**config.mk**
```make
export PLATFORM = sky130hd
export DESIGN_NAME = bcd_to_excess3_serial
export DESIGN_NICKNAME = d
export VERILOG_FILES = /design/src/rtl/bcd_to_excess3_serial_pkg.sv /design/src/rtl/bcd_to_excess3_serial.sv
export SDC_FILE = /design/constraint.sdc
export NUM_CORES = 1
export LEC_CHECK = 0
export BUFFER_PORTS_ARGS = -buffer_cell sky130_fd_sc_hd__buf_4
export CORE_AREA = 2 2 39 41
export DETAILED_ROUTE_END_ITERATION = 10
export DIE_AREA = 0 0 41 43
export PLACE_DENSITY_LB_ADDON = 0.15
export SYNTH_ARGS = -nofsm -noshare
export SYNTH_HDL_FRONTEND = slang
export SYNTH_SLANG_ARGS = --single-unit
export TNS_END_PERCENT = 5
```
**constraint.sdc**
```tcl
create_clock -name Clk -period 1 [get_ports Clk]
set_clock_uncertainty 0.05 [all_clocks]
set_input_delay 0.1 -clock Clk [delete_from_list [all_inputs] [get_ports Clk]]
set_output_delay 0.1 -clock Clk [all_outputs]
set_load 0.01 [all_outputs]
```
**src/rtl/bcd_to_excess3_serial_pkg.sv**
```systemverilog
// Shared definitions for the serial BCD <-> Excess-3 converter family:
// state encoding, state width and digit size.
package bcd_to_excess3_serial_pkg;

  localparam int unsigned STATE_W    = 3;
  localparam int unsigned DIGIT_BITS = 4;

  // Bit position within the digit plus the carry of the serial +3 adder.
  typedef enum logic [STATE_W-1:0] {
    S_B0    = 3'd0,
    S_B1_C0 = 3'd1,
    S_B1_C1 = 3'd2,
    S_B2_C0 = 3'd3,
    S_B2_C1 = 3'd4,
    S_B3_C0 = 3'd5,
    S_B3_C1 = 3'd6
  } state_e;

endpackage

```
**src/rtl/bcd_to_excess3_serial.sv**
```systemverilog
// Bit-serial BCD -> Excess-3 converter, LSB first. Mealy FSM adding 0011 serially,
// with a digit-boundary strobe (Last) and a registered invalid-digit pulse (Err).
module bcd_to_excess3_serial
  import bcd_to_excess3_serial_pkg::*;
#(
  parameter bit ERR_CHECK = 1'b1
) (
  input  logic Clk,
  input  logic Rst,
  input  logic X,
  input  logic En,
  output logic Z,
  output logic Last,
  output logic Err
);

  state_e state_q, state_d;
  logic   hi_q, hi_d;    // b1|b2 of the digit in flight
  logic   err_q, err_d;

  always_ff @(posedge Clk or posedge Rst) begin
    if (Rst) begin
      state_q <= S_B0;
      hi_q    <= 1'b0;
      err_q   <= 1'b0;
    end else begin
      state_q <= state_d;
      hi_q    <= hi_d;
      err_q   <= err_d;
    end
  end

  // Next state, b1|b2 tracking and the Err pulse.
  always_comb begin
    state_d = state_q;
    hi_d    = hi_q;
    err_d   = 1'b0;
    if (state_q == S_B0) hi_d = 1'b0;
    if (En) begin
      case (state_q)
        S_B0:    state_d = X ? S_B1_C1 : S_B1_C0;
        S_B1_C0: begin state_d = X ? S_B2_C1 : S_B2_C0; hi_d = hi_q | X; end
        S_B1_C1: begin state_d = S_B2_C1;               hi_d = hi_q | X; end
        S_B2_C0: begin state_d = S_B3_C0;               hi_d = hi_q | X; end
        S_B2_C1: begin state_d = X ? S_B3_C1 : S_B3_C0; hi_d = hi_q | X; end
        S_B3_C0,
        S_B3_C1: begin
          state_d = S_B0;
          err_d   = ERR_CHECK & X & hi_q;
        end
        default: state_d = S_B0;
      endcase
    end
  end

  // Mealy outputs; forced low during reset and gap cycles.
  always_comb begin
    Z    = 1'b0;
    Last = 1'b0;
    if (En && !Rst) begin
      case (state_q)
        S_B0:    Z = ~X;
        S_B1_C0: Z = ~X;
        S_B1_C1: Z = X;
        S_B2_C0: Z = X;
        S_B2_C1: Z = ~X;
        S_B3_C0: begin Z = X;  Last = 1'b1; end
        S_B3_C1: begin Z = ~X; Last = 1'b1; end
        default: Z = 1'b0;
      endcase
    end
  end

  assign Err = err_q;

endmodule
```
# ---- After elaboration in Yosys (flattened, before gate mapping)
# Cells that the tools add are included.
dict set report word_totals {
  register_bits 5
  inputBits 4
  out_inout_bits 3
  wordCells 32
}
dict set report classes {
  n_eq_ne 6
  mux 13
  bitwise_logic 3
  n_reduce_logical 7
}
# operator count
set ops {}
lappend ops {{one-hot mux 3 bit (5 select lines)} 1}
lappend ops {{equality test 3 bit, second input constant} 3}
lappend ops {{two-way mux 1 bit} 8}
lappend ops {{OR reduction 4 bit} 2}
lappend ops {{equality test 3 x 2 -> 1 bit, second input constant} 2}
lappend ops {{two-way mux 2 bit} 2}
lappend ops {{equality test 3 x 1 -> 1 bit, second input constant} 1}
lappend ops {{zero test 3 bit} 1}
lappend ops {{two-way mux 3 bit} 1}
lappend ops {{OR reduction 3 bit} 1}
lappend ops {{one-hot mux 1 bit (2 select lines)} 1}
lappend ops {{OR reduction 2 bit} 1}
lappend ops {{bitwise AND 1 bit} 1}
lappend ops {{logical AND 1 bit} 1}
lappend ops {{zero test 1 bit} 1}
lappend ops {{NOT 1 bit} 1}
lappend ops {{bitwise OR 1 bit} 1}

# ---- Longest topological paths before layout
# Gate-level depths: netlist (run 1).
dict set report depth {
  depth_word 4
  ltp_mapped 4
  depth_no_buf 3
}

# ---- Least setup slack after synthesis (run 1)
# OpenSTA, ideal clock, no wires.
dict set report synth_path {
  path_type {register to output}
  from {register state_q[2]}
  to {output port Z}
  t_arrival_ns 0.932
  required_time_ns 0.850
  path_slack_ns -0.082
  stages_incl_launch_ff 4
  n_path_buf 0
  cell_sequence {dfrtp_1 > nand2b_1 > a21oi_1 > and4b_1}
}
dict set report synth_via {
  elab_chain_len 4
  word_cells_on_any_way 11
  classes_between {6 x eq/ne; 2 x mux; 3 x reduce/logical}
}
# element line
set synth_lines {}
lappend synth_lines {{start: declaration} bcd_to_excess3_serial.sv:17} ;# state_e state_q, state_d;
lappend synth_lines {{start signal: assignment} bcd_to_excess3_serial.sv:27} ;# state_q <= state_d;
lappend synth_lines {{equality test 3 bit (tied with other cells)} bcd_to_excess3_serial.sv:61} ;# case (state_q)
lappend synth_lines {{OR reduction 4 bit (no source line) or OR reduction 3 bit (tied branches)} -}
lappend synth_lines {{one-hot mux 1 bit (2 select lines) *} bcd_to_excess3_serial.sv:61}
lappend synth_lines {{two-way mux 1 bit *} bcd_to_excess3_serial.sv:60} ;# if (En && !Rst) begin
lappend synth_lines {{end: declaration} bcd_to_excess3_serial.sv:12} ;# output logic Z,
# Mark *: on every way between the ends. The rest lies on a longest branch, timed or not.

# ---- Worst setup path after layout (run 1)
dict set report layout_path {
  from {register state_q[0]}
  to {output port Z}
}
# The elaborated chain is that of the path after synthesis.

==> run_results.csv, run 1 <==
group,metric,value,unit
status,status,"finished, violations left",
status,violations,"setup timing",
yosys,yosys_register_bits,5,
detailed_routing,wire_per_inst,11.6,µm
cells_and_area,stdcell_count,69,
sta,worst_pin_slew,0.165,ns
die,fp.dieH,43,µm
setup_path,crit_chain,"nand2_2, o211ai_1, and4b_1, buf_4",
min_path,hp-start,"En",
global_route,grtUsageTotal,11.3,%
sta,fmax,0.721,GHz
global_route,antenna_found_initial,0,
power,power_switching,478,µW
power,comb_power_share,52.1,%
placement,place_area,394,µm²
setup_path,reg2reg_slack,-0.31,ns
sta,rsz0062_at_grt,"true",
sta,hold_viol_final,0,
setup_path,path_class,"reg2out",
setup_path,critPathBufInv,1,
setup_path,cp_slowest_cell,"dfrtp_1",
detailed_routing,drt-total-wl,797,µm
power,irDropWorstVdd,0.894,mV
global_route,grt_pass1_wl,1240,µm
placement,gp_congestion,0.770,
cells_and_area,final_nets,58,
sta,finalCritPeriodShare,139,%
sta,hold_ws,0.0481,ns
job,cap_violations,0,
cells_and_area,final_cell_mix,"buf_4 (13), dfrtp_1 (4), o21ai_1 (4)",
setup_path,timing.rr.start,"state_q[0]",
yosys,syn_avg_cell_area,8.23,µm²
die,ioPinCount,7,
detailed_routing,drc,0,
sta,final_max_slew_viol_count,0,
yosys,yosysWarnings,0,
global_route,overflow,0,
global_route,top_usage_layer,"met2",
power,p_leak,0.000225,µW
setup_path,crit_fanout,3,
detailed_routing,postRouteAntennaNets,0,
setup_path,cp.depth,4,
yosys,synth_cell_types,20,
detailed_routing,drtPass1Iterations,4,
detailed_routing,vias,315,
cells_and_area,final_area,469,µm²
setup_path,crit_family,"flip-flops",
cts,cts_buffers,3,
yosys,synthesis.instances,38,
sta,fin_ws,-0.388,ns
global_route,use_met1,12.0,%
min_path,hold_class,"in2reg",
cts,clk_latency,0.25,ns
die,row_count,14,
sta,period_minus_slack,1.39,ns
yosys,synth.cell_area,313,µm²
setup_path,reg2reg_depth,6,
cts,cts_buffer_depth,2,
cells_and_area,areaGrowthSynthToFinish,50.0,%
power,pwr_density_cell,2770,nW/µm²
global_route,grtUsageMet2,15.9,%
global_route,grt_pass1_vias,292,
global_route,grt_max_degree,9,
cells_and_area,diodes,0,
die,die_w,41,µm
cts,cts_root_buf,"clkbuf_4",
yosys,yosysSeqAreaShare,40.0,%
cts,cts_tree,"yes",
die,core-area,1380,µm²
placement,dp_hpwl,536,µm
setup_path,worstPathArrival,1.24,ns
cells_and_area,mostFrequentLayoutCell,"buf_4",
setup_path,cpPeakStageDelay,0.40,ns
cts,clkTransAtPathRegs,0.04,ns
cells_and_area,finish.utilization,33.9,%
detailed_routing,avgViaCountPerCell,4.57,
cells_and_area,layout-drive-gt1-share,43.4,%
placement,numPortBuffers,6,
setup_path,end_kind,"output port",
power,power_frac_clock,19.0,%
sta,final-setup-viol-count,6,
power,seq_power_share,28.8,%
setup_path,startpoint_type,"register",
die,die_area,1760,µm²
cts,clkSinkCount,5,
setup_path,startpoint,"state_q[0]",
power,internal_power,820,µW
setup_path,crit_end,"Z",
placement,dp.cells,60,
power,swShare,36.8,%
cells_and_area,n_fill_cell,154,
cts,h-tree-depth,1,
setup_path,cp.required,0.85,ns
detailed_routing,drtIter0Drc,7,
die,initial_core_util,22.6,%
yosys,syn_nets,42,
sta,relSlewSlack,88.9,%
setup_path,rr_endpoint,"hi_q",
global_route,use_met3,4.71,%
-- synthesized netlist by cell type --
library cell | number | area, µm²
dfrtp_1 | 5 | 125
o21ai_0 | 5 | 25.0
a21oi_1 | 3 | 15.0
buf_4 | 3 | 22.5
inv_1 | 3 | 11.3
nand2_1 | 3 | 11.3
nor2_1 | 3 | 11.3
a21o_1 | 1 | 7.51
a31oi_1 | 1 | 6.26
and4b_1 | 1 | 10.0
clkbuf_2 | 1 | 5.00
mux2i_1 | 1 | 10.0
nand2_2 | 1 | 6.26
nand2b_1 | 1 | 6.26
nand3_1 | 1 | 5.00
nor2b_1 | 1 | 6.26
nor3_1 | 1 | 5.00
nor3b_1 | 1 | 7.51
o211ai_1 | 1 | 7.51
xor2_1 | 1 | 8.76
-- how the worst min path moves through the flow --
stage,slack (ns),depth (start not counted),endpoint
2_1_floorplan,-0.17,1,Err
3_3_place_gp,0.06,3,state_q[2]
3_5_place_dp,0.07,3,state_q[2]
4_1_cts,0.04,2,state_q[0]
5_1_grt,0.05,2,state_q[0]
6_report,0.05,2,state_q[0]
-- sequential cells by signal, summed over array words and instances, names as in the netlist --
name	flops
Err	1
hi_q	1
state_q	3
-- metal layers --
| metal | vias to the layer above | part of all wire, % |
|---|---|---|
| li1 | 155 | - |
| met1 | 148 | 44 |
| met2 | 9 | 46 |
| met3 | 3 | 6.0 |
| met4 | 0 | 3.5 |
| met5 | - | 0 |
-- repair_timing --
action,CTS,global route
buffers inserted,2,2
setup endpoints to repair,6,6
pin swaps,3,3
hold buffers,1,0
endpoints found under the hold margin,5,0
gates resized for setup,3,4
-- power by group through the flow --
stage | combinational (µW) | sequential, µW | clock (µW)
floorplan | 415 | 333 | 0
global placement | 500 | 381 | 0
detailed placement | 513 | 380 | 0
CTS | 591 | 375 | 253
global route | 742 | 384 | 273
finish | 676 | 374 | 247
-- kinds of logic after synthesis --
group	count (synthesis)	synth area share [%]
AOI/OAI and AO/OA	11	19.6
muxes	1	3.20
and+or+nand+nor	13	22.0
buffers and inverters	7	12.4
xor gates and xnor gates	1	2.80
DFF	5	40.0
-- cell type report --
class	count	area [µm²]	area share, %
Clock buffer	4	26.3	5.60
Inverter	3	11.3	2.40
Multi-Input combinational cell	26	166	35.5
Sequential cell	5	126	26.9
Tap cell	16	20.0	4.27
Timing Repair Buffer	15	119	25.3
-- stage by stage --
step,TNS [ns],power [µW],worst slack [ns]
5_1_grt,-1.98,1400,-0.452
2_1_floorplan,-0.0947,748,-0.0511
4_1_cts,-1.39,1220,-0.418
3_5_place_dp,-0.622,893,-0.166
6_report,-1.67,1300,-0.388
3_3_place_gp,-0.566,882,-0.137
Power figures use the tool's default switching activity.
==> run 2: changes to the inputs <==
==> constraint.sdc (replaced) <==
create_clock -name Clk -period 1 [get_ports Clk]
set_clock_uncertainty 0.05 [all_clocks]
set_input_delay 0.05 -clock Clk [delete_from_list [all_inputs] [get_ports Clk]]
set_output_delay 0.05 -clock Clk [all_outputs]
set_load 0.01 [all_outputs]
==> run 2 against run 1 <==
- the flow still finishes with violations (setup timing)
- worst setup slack better by 0.030 ns
- sequential share of layout area up 1.2 points
- register-to-register slack better by 0.25 ns
- critical path depth unchanged
- sequential power rose by 8.8%
- largest power group unchanged
- via count is 3.2% lower
- power down 11%
- combinational power down 22%
- final cell count down 2.9%
- global-route usage shrank 0.19 points
- first-iteration DRC count decreased by 57%
==> run_results.csv, run 2 (synthesized netlist as in run 1, its figures left out) <==
group,metric,value,unit
min_path,hold_depth,2,
sta,hold_viol_final,0,
setup_path,reg2reg_depth,4,
detailed_routing,drtIter0Drc,3,
sta,worst_pin_slew,0.175,ns
setup_path,cp.required,0.90,ns
placement,gp_congestion,0.765,
setup_path,timing.rr.start,"state_q[2]",
placement,dp_hpwl,539,µm
cells_and_area,largest_register_ffs,3,
die,core-area,1380,µm²
status,violations,"setup timing",
sta,period_minus_slack,1.36,ns
cells_and_area,largest_register,"state_q",
die,row_count,14,
setup_path,startpoint_type,"register",
power,p_leak,0.000216,µW
cts,cts_root_buf,"clkbuf_4",
detailed_routing,drt-total-wl,683,µm
setup_path,crit_fanout,4,
sta,rsz0062_at_grt,"true",
sta,final-setup-viol-count,6,
power,power,1160,µW
cells_and_area,areaGrowthSynthToFinish,45.2,%
cells_and_area,final_nets,56,
die,die_area,1760,µm²
sta,final_max_slew_viol_count,0,
die,fp.dieH,43,µm
cells_and_area,diodes,0,
cts,h-tree-depth,1,
global_route,antenna_found_initial,0,
detailed_routing,wire_per_inst,10.2,µm
detailed_routing,drc,0,
sta,hold_ws,0.0187,ns
detailed_routing,drtPass1Iterations,2,
power,irDropWorstVdd,0.998,mV
global_route,grt_max_degree,9,
cts,clk_latency,0.24,ns
cts,clkSinkCount,5,
setup_path,path_class,"reg2out",
min_path,hp-start,"En",
min_path,holdPathEnd,"state_q[1]",
sta,finalCritPeriodShare,136,%
min_path,hold_class,"in2reg",
cts,clkTransAtPathRegs,0.04,ns
global_route,grt_pass1_wl,1270,µm
detailed_routing,vias,305,
sta,fin_ws,-0.358,ns
status,status,"finished, violations left",
global_route,grt_pass1_vias,325,
detailed_routing,avgViaCountPerCell,4.55,
die,die_w,41,µm
cts,cts_tree,"yes",
global_route,grtUsageTotal,11.1,%
cts,cts_buffer_depth,2,
cts,cts_buffers,3,
detailed_routing,postRouteAntennaNets,0,
power,pwr_density_cell,2560,nW/µm²
placement,numPortBuffers,6,
setup_path,reg2reg_slack,-0.06,ns
cells_and_area,final_cell_mix,"buf_4 (10), o21ai_0 (4)",
setup_path,worstPathArrival,1.26,ns
cts,post_cts_buffers,0,
cells_and_area,mostFrequentLayoutCell,"buf_4",
die,initial_core_util,22.6,%
job,cap_violations,0,
global_route,overflow,0,
die,ioPinCount,7,
setup_path,rr_endpoint,"hi_q",
cells_and_area,layout-drive-gt1-share,39.2,%
setup_path,end_kind,"output port",
sta,fmax,0.737,GHz
sta,relSlewSlack,88.2,%
## run 2: cell types whose count changed in the layout (fill, tap and decap cells not counted)
cell           before  now
a21oi_1             1    2
o21ai_0             1    4
nor2_2              1    0
a21oi_2             2    1
o21ai_1             4    1
buf_4              13   10
dfrtp_1             4    3
dlygate4sd3_1       1    2
dfrtp_2             1    2
nor2_1              2    3
nor2b_1             1    0
nor2b_2             0    1
## run 2: worst max-delay path by stage
stage,from,endpoint
after floorplan,state_q[2],Z
after global placement,state_q[2],Z
after detailed placement,state_q[2],Z
after CTS,state_q[2],Z
after global routing,state_q[2],Z
final,state_q[2],Z
## run 2: per-stage QoR
step                instances  area, µm²  setup WS [ns]  setup TNS, ns  utilization [%]
detailed placement         61        395         -0.147         -0.483             28.6
global route               67        454         -0.430          -1.19             32.8
CTS                        67        452         -0.369         -0.847             32.6
global placement           61        395         -0.109         -0.346             28.6
finish                     67        454         -0.358         -0.776             32.8
floorplan                  38        320        -0.0155        -0.0192                -
## run 2: worst max-delay path: stages, from the launching register on
cell and delay (ns):
dfrtp_1 0.42, nand2b_4 0.17, a21oi_2 0.11, and4b_1 0.20, buf_6 0.12
## run 2: repair_timing
action / in CTS / in global routing
gates resized for setup: 4 / 1
endpoints found under the hold margin: 6 / 0
gates cloned: 0 / 0
pin swaps: 1 / 2
setup endpoints to repair: 6 / 7
hold buffers: 2 / 0
## run 2: area by class of cell
type                    count  area, µm²
clock buffers               4       26.3
fillers                   158        930
inverters                   3       11.3
multi-input cells          26        163
flip-flops and latches      5        128
well taps                  16       20.0
repair buffers             13        106
## run 2: power by group
group	switching (µW)	total, µW	leakage (µW)	internal (µW)
sequential	115	407	0.0000605	291
clock	80.2	231	0.0000150	151
combinational	227	524	0.000140	297
total	422	1160	0.000216	739
## run 2: metal layers
layer | routed length [µm] | GRT usage, % | vias up
li1 | - | - | 152
met1 | 278 | 12.1 | 144
met2 | 345 | 16.9 | 9
met3 | 59 | 8.38 | 0
met4 | 0 | 2.00 | 0
met5 | 0 | 0 | -
==> run 3: changes to the inputs <==
- ABC_AREA: default -> 1
==> run 3 against run 2 <==
- the run still ends with setup timing left
- sequential share of layout area down 4.2 points
- synthesized cell count up 47%
- final cell count up 37%
- largest cell class unchanged
- worst setup slack better by 0.084 ns
- largest power group unchanged
- via count up 27%
- sequential cell count unchanged
- highest routed layer unchanged
- critical path depth up 2
- non-clock buffer count up 4
- clock power up 4%
- global-route usage up 2.3 points
- register-to-register slack worse by 0.13 ns
==> run_results.csv, run 3 <==
group,metric,value,unit
status,status,"finished, violations left",
status,violations,"setup timing",
sta,setup_tns,-1.05,ns
sta,rsz0062_at_grt,"true",
yosys,synth.cell_area,349,µm²
global_route,grt_pass1_vias,381,
die,ioPinCount,7,
detailed_routing,drc,0,
detailed_routing,wl_met2,495,µm
sta,relSlewSlack,84.9,%
yosys,yosys-top-cells-count,"nand2_1 (19), nor2_1 (11), dfrtp_1 (5), o21ai_0 (5), inv_1 (4)",
setup_path,cp.required,0.90,ns
yosys,yosys_most_used_dff,"dfrtp_1",
global_route,grtUsageTotal,13.4,%
placement,numPortBuffers,6,
cts,cts_root_buf,"clkbuf_4",
global_route,grt_max_degree,8,
cts,cts_buffers,3,
cts,clkTransAtPathRegs,0.05,ns
sta,finalCritPeriodShare,127,%
sta,final_max_slew_viol_count,0,
cts,h-tree-depth,1,
yosys,async_flop_share,100,%
die,die_w,41,µm
power,power,1460,µW
yosys,yosysSeqAreaShare,35.8,%
die,row_count,14,
cells_and_area,areaGrowthSynthToFinish,54.5,%
die,initial_core_util,25.2,%
die,die_area,1760,µm²
yosys,yosys_register_bits,5,
cells_and_area,final_nets,81,
detailed_routing,postRouteAntennaNets,0,
detailed_routing,avgViaCountPerCell,4.22,
sta,hold_viol_final,0,
placement,dp_hpwl,607,µm
detailed_routing,wl_met3,31,µm
detailed_routing,drtIter0Drc,5,
sta,hold_ws,0.0135,ns
setup_path,crit_fanout,4,
detailed_routing,drtPass1Iterations,3,
yosys,synth_area_leaders,"dfrtp_1 (36%), nand2_1 (20%), nor2_1 (12%)",
global_route,antenna_found_initial,0,
die,fp.dieH,43,µm
cts,cts_buffer_depth,2,
yosys,yosysMostFrequentCell,"nand2_1",
global_route,grt_pass1_wl,1530,µm
sta,fmax,0.785,GHz
job,cap_violations,0,
cells_and_area,largest_register_ffs,3,
power,irDropWorstVdd,1.14,mV
cells_and_area,diodes,0,
setup_path,path_class,"reg2out",
cells_and_area,mostFrequentLayoutCell,"nand2_1",
yosys,yosysWarnings,0,
cts,cts_tree,"yes",
global_route,overflow,0,
yosys,synthesis.instances,56,
yosys,synth_top_area_share,35.8,%
yosys,syn_nets,60,
min_path,hold_depth,3,
power,pwr_density_cell,2720,nW/µm²
setup_path,worstPathArrival,1.17,ns
cts,clk_latency,0.25,ns
detailed_routing,drt-total-wl,890,µm
detailed_routing,met1_length,362,µm
detailed_routing,top_layer,"met3",
yosys,synth_top_cell_by_area,"dfrtp_1",
sta,period_minus_slack,1.27,ns
yosys,syn_avg_cell_area,6.23,µm²
setup_path,reg2reg_depth,6,
placement,gp_congestion,0.725,
setup_path,end_kind,"output port",
cts,clkSinkCount,5,
min_path,hold_class,"in2reg",
detailed_routing,wire_per_inst,9.67,µm
sta,worst_pin_slew,0.226,ns
sta,final-setup-viol-count,5,
power,p_leak,0.000282,µW
yosys,synth_cell_types,13,
cells_and_area,layout-drive-gt1-share,40.8,%
die,core-area,1380,µm²
yosys,synth_edf_count,0,
setup_path,startpoint_type,"register",
cells_and_area,final_cell_mix,"nand2_1 (16), buf_4 (14), nor2_1 (10), o21ai_1 (5)",
cells_and_area,largest_register,"state_q",
sta,fin_ws,-0.274,ns
detailed_routing,vias,388,
==> run 3: cells by family after synthesis <==
group                  synth area share [%]
and+or+nand+nor                        43.0
buffers and inverters                  10.8
AOI/OAI and AO/OA                      10.4
DFF                                    35.8
==> run 3: stage by stage <==
step,cells,worst slack (ns),util (%),cell area (µm²)
after CTS,89,-0.278,37.1,513
after global placement,79,-0.108,30.2,418
final,92,-0.274,39.0,539
after detailed placement,79,-0.105,30.2,418
after global routing,92,-0.385,39.0,539
after floorplan,56,0.00117,-,349
==> run 3: path summary, 6_finish.rpt <==
check | slack (ns) | start | end
setup / recovery | -0.27 | state_q[0] | Last
hold / removal | 0.01 | En | Err
setup reg to reg | -0.19 | state_q[1] | hi_q
hold reg to reg | 0.47 | hi_q | hi_q
max in group asynchronous | 0.45 | Rst | state_q[1]
min in group asynchronous | 0.23 | Rst | Err
==> run 3: final cells by class <==
type	instances	area, µm²
fill	148	845
multi-input combinational	43	201
timing repair buffer	17	136
sequential	5	129
clock buffer	4	26.3
inverter	7	26.3
tap	16	20.0
==> run 3: layer usage <==
metal | vias to the layer above | track usage, %
met5 | - | 0
met4 | 0 | 4.00
met3 | 0 | 9.42
met2 | 7 | 19.4
met1 | 168 | 15.2
li1 | 213 | -
==> run 3: critical path, cell delays in order (launching register included) <==
cell	delay, ns
dfrtp_2	0.43
inv_2	0.07
nand2_2	0.05
nand2_2	0.08
nand2_2	0.06
nor3_2	0.09
buf_4	0.14
==> run 3: what timing repair did <==
item / in CTS / in global routing
pin swaps: 2 / 3
buffers inserted: 4 / 3
hold buffers: 2 / 0
resized for setup: 10 / 3
setup endpoints to repair: 6 / 7
endpoints found under the hold margin: 7 / 0
gates cloned: 0 / 0
==> run 3: power by group <==
part	internal [µW]	switching, µW	total (µW)
Combinational	413	413	826
Clock	151	89.5	241
Sequential	291	106	397
Total	855	609	1460
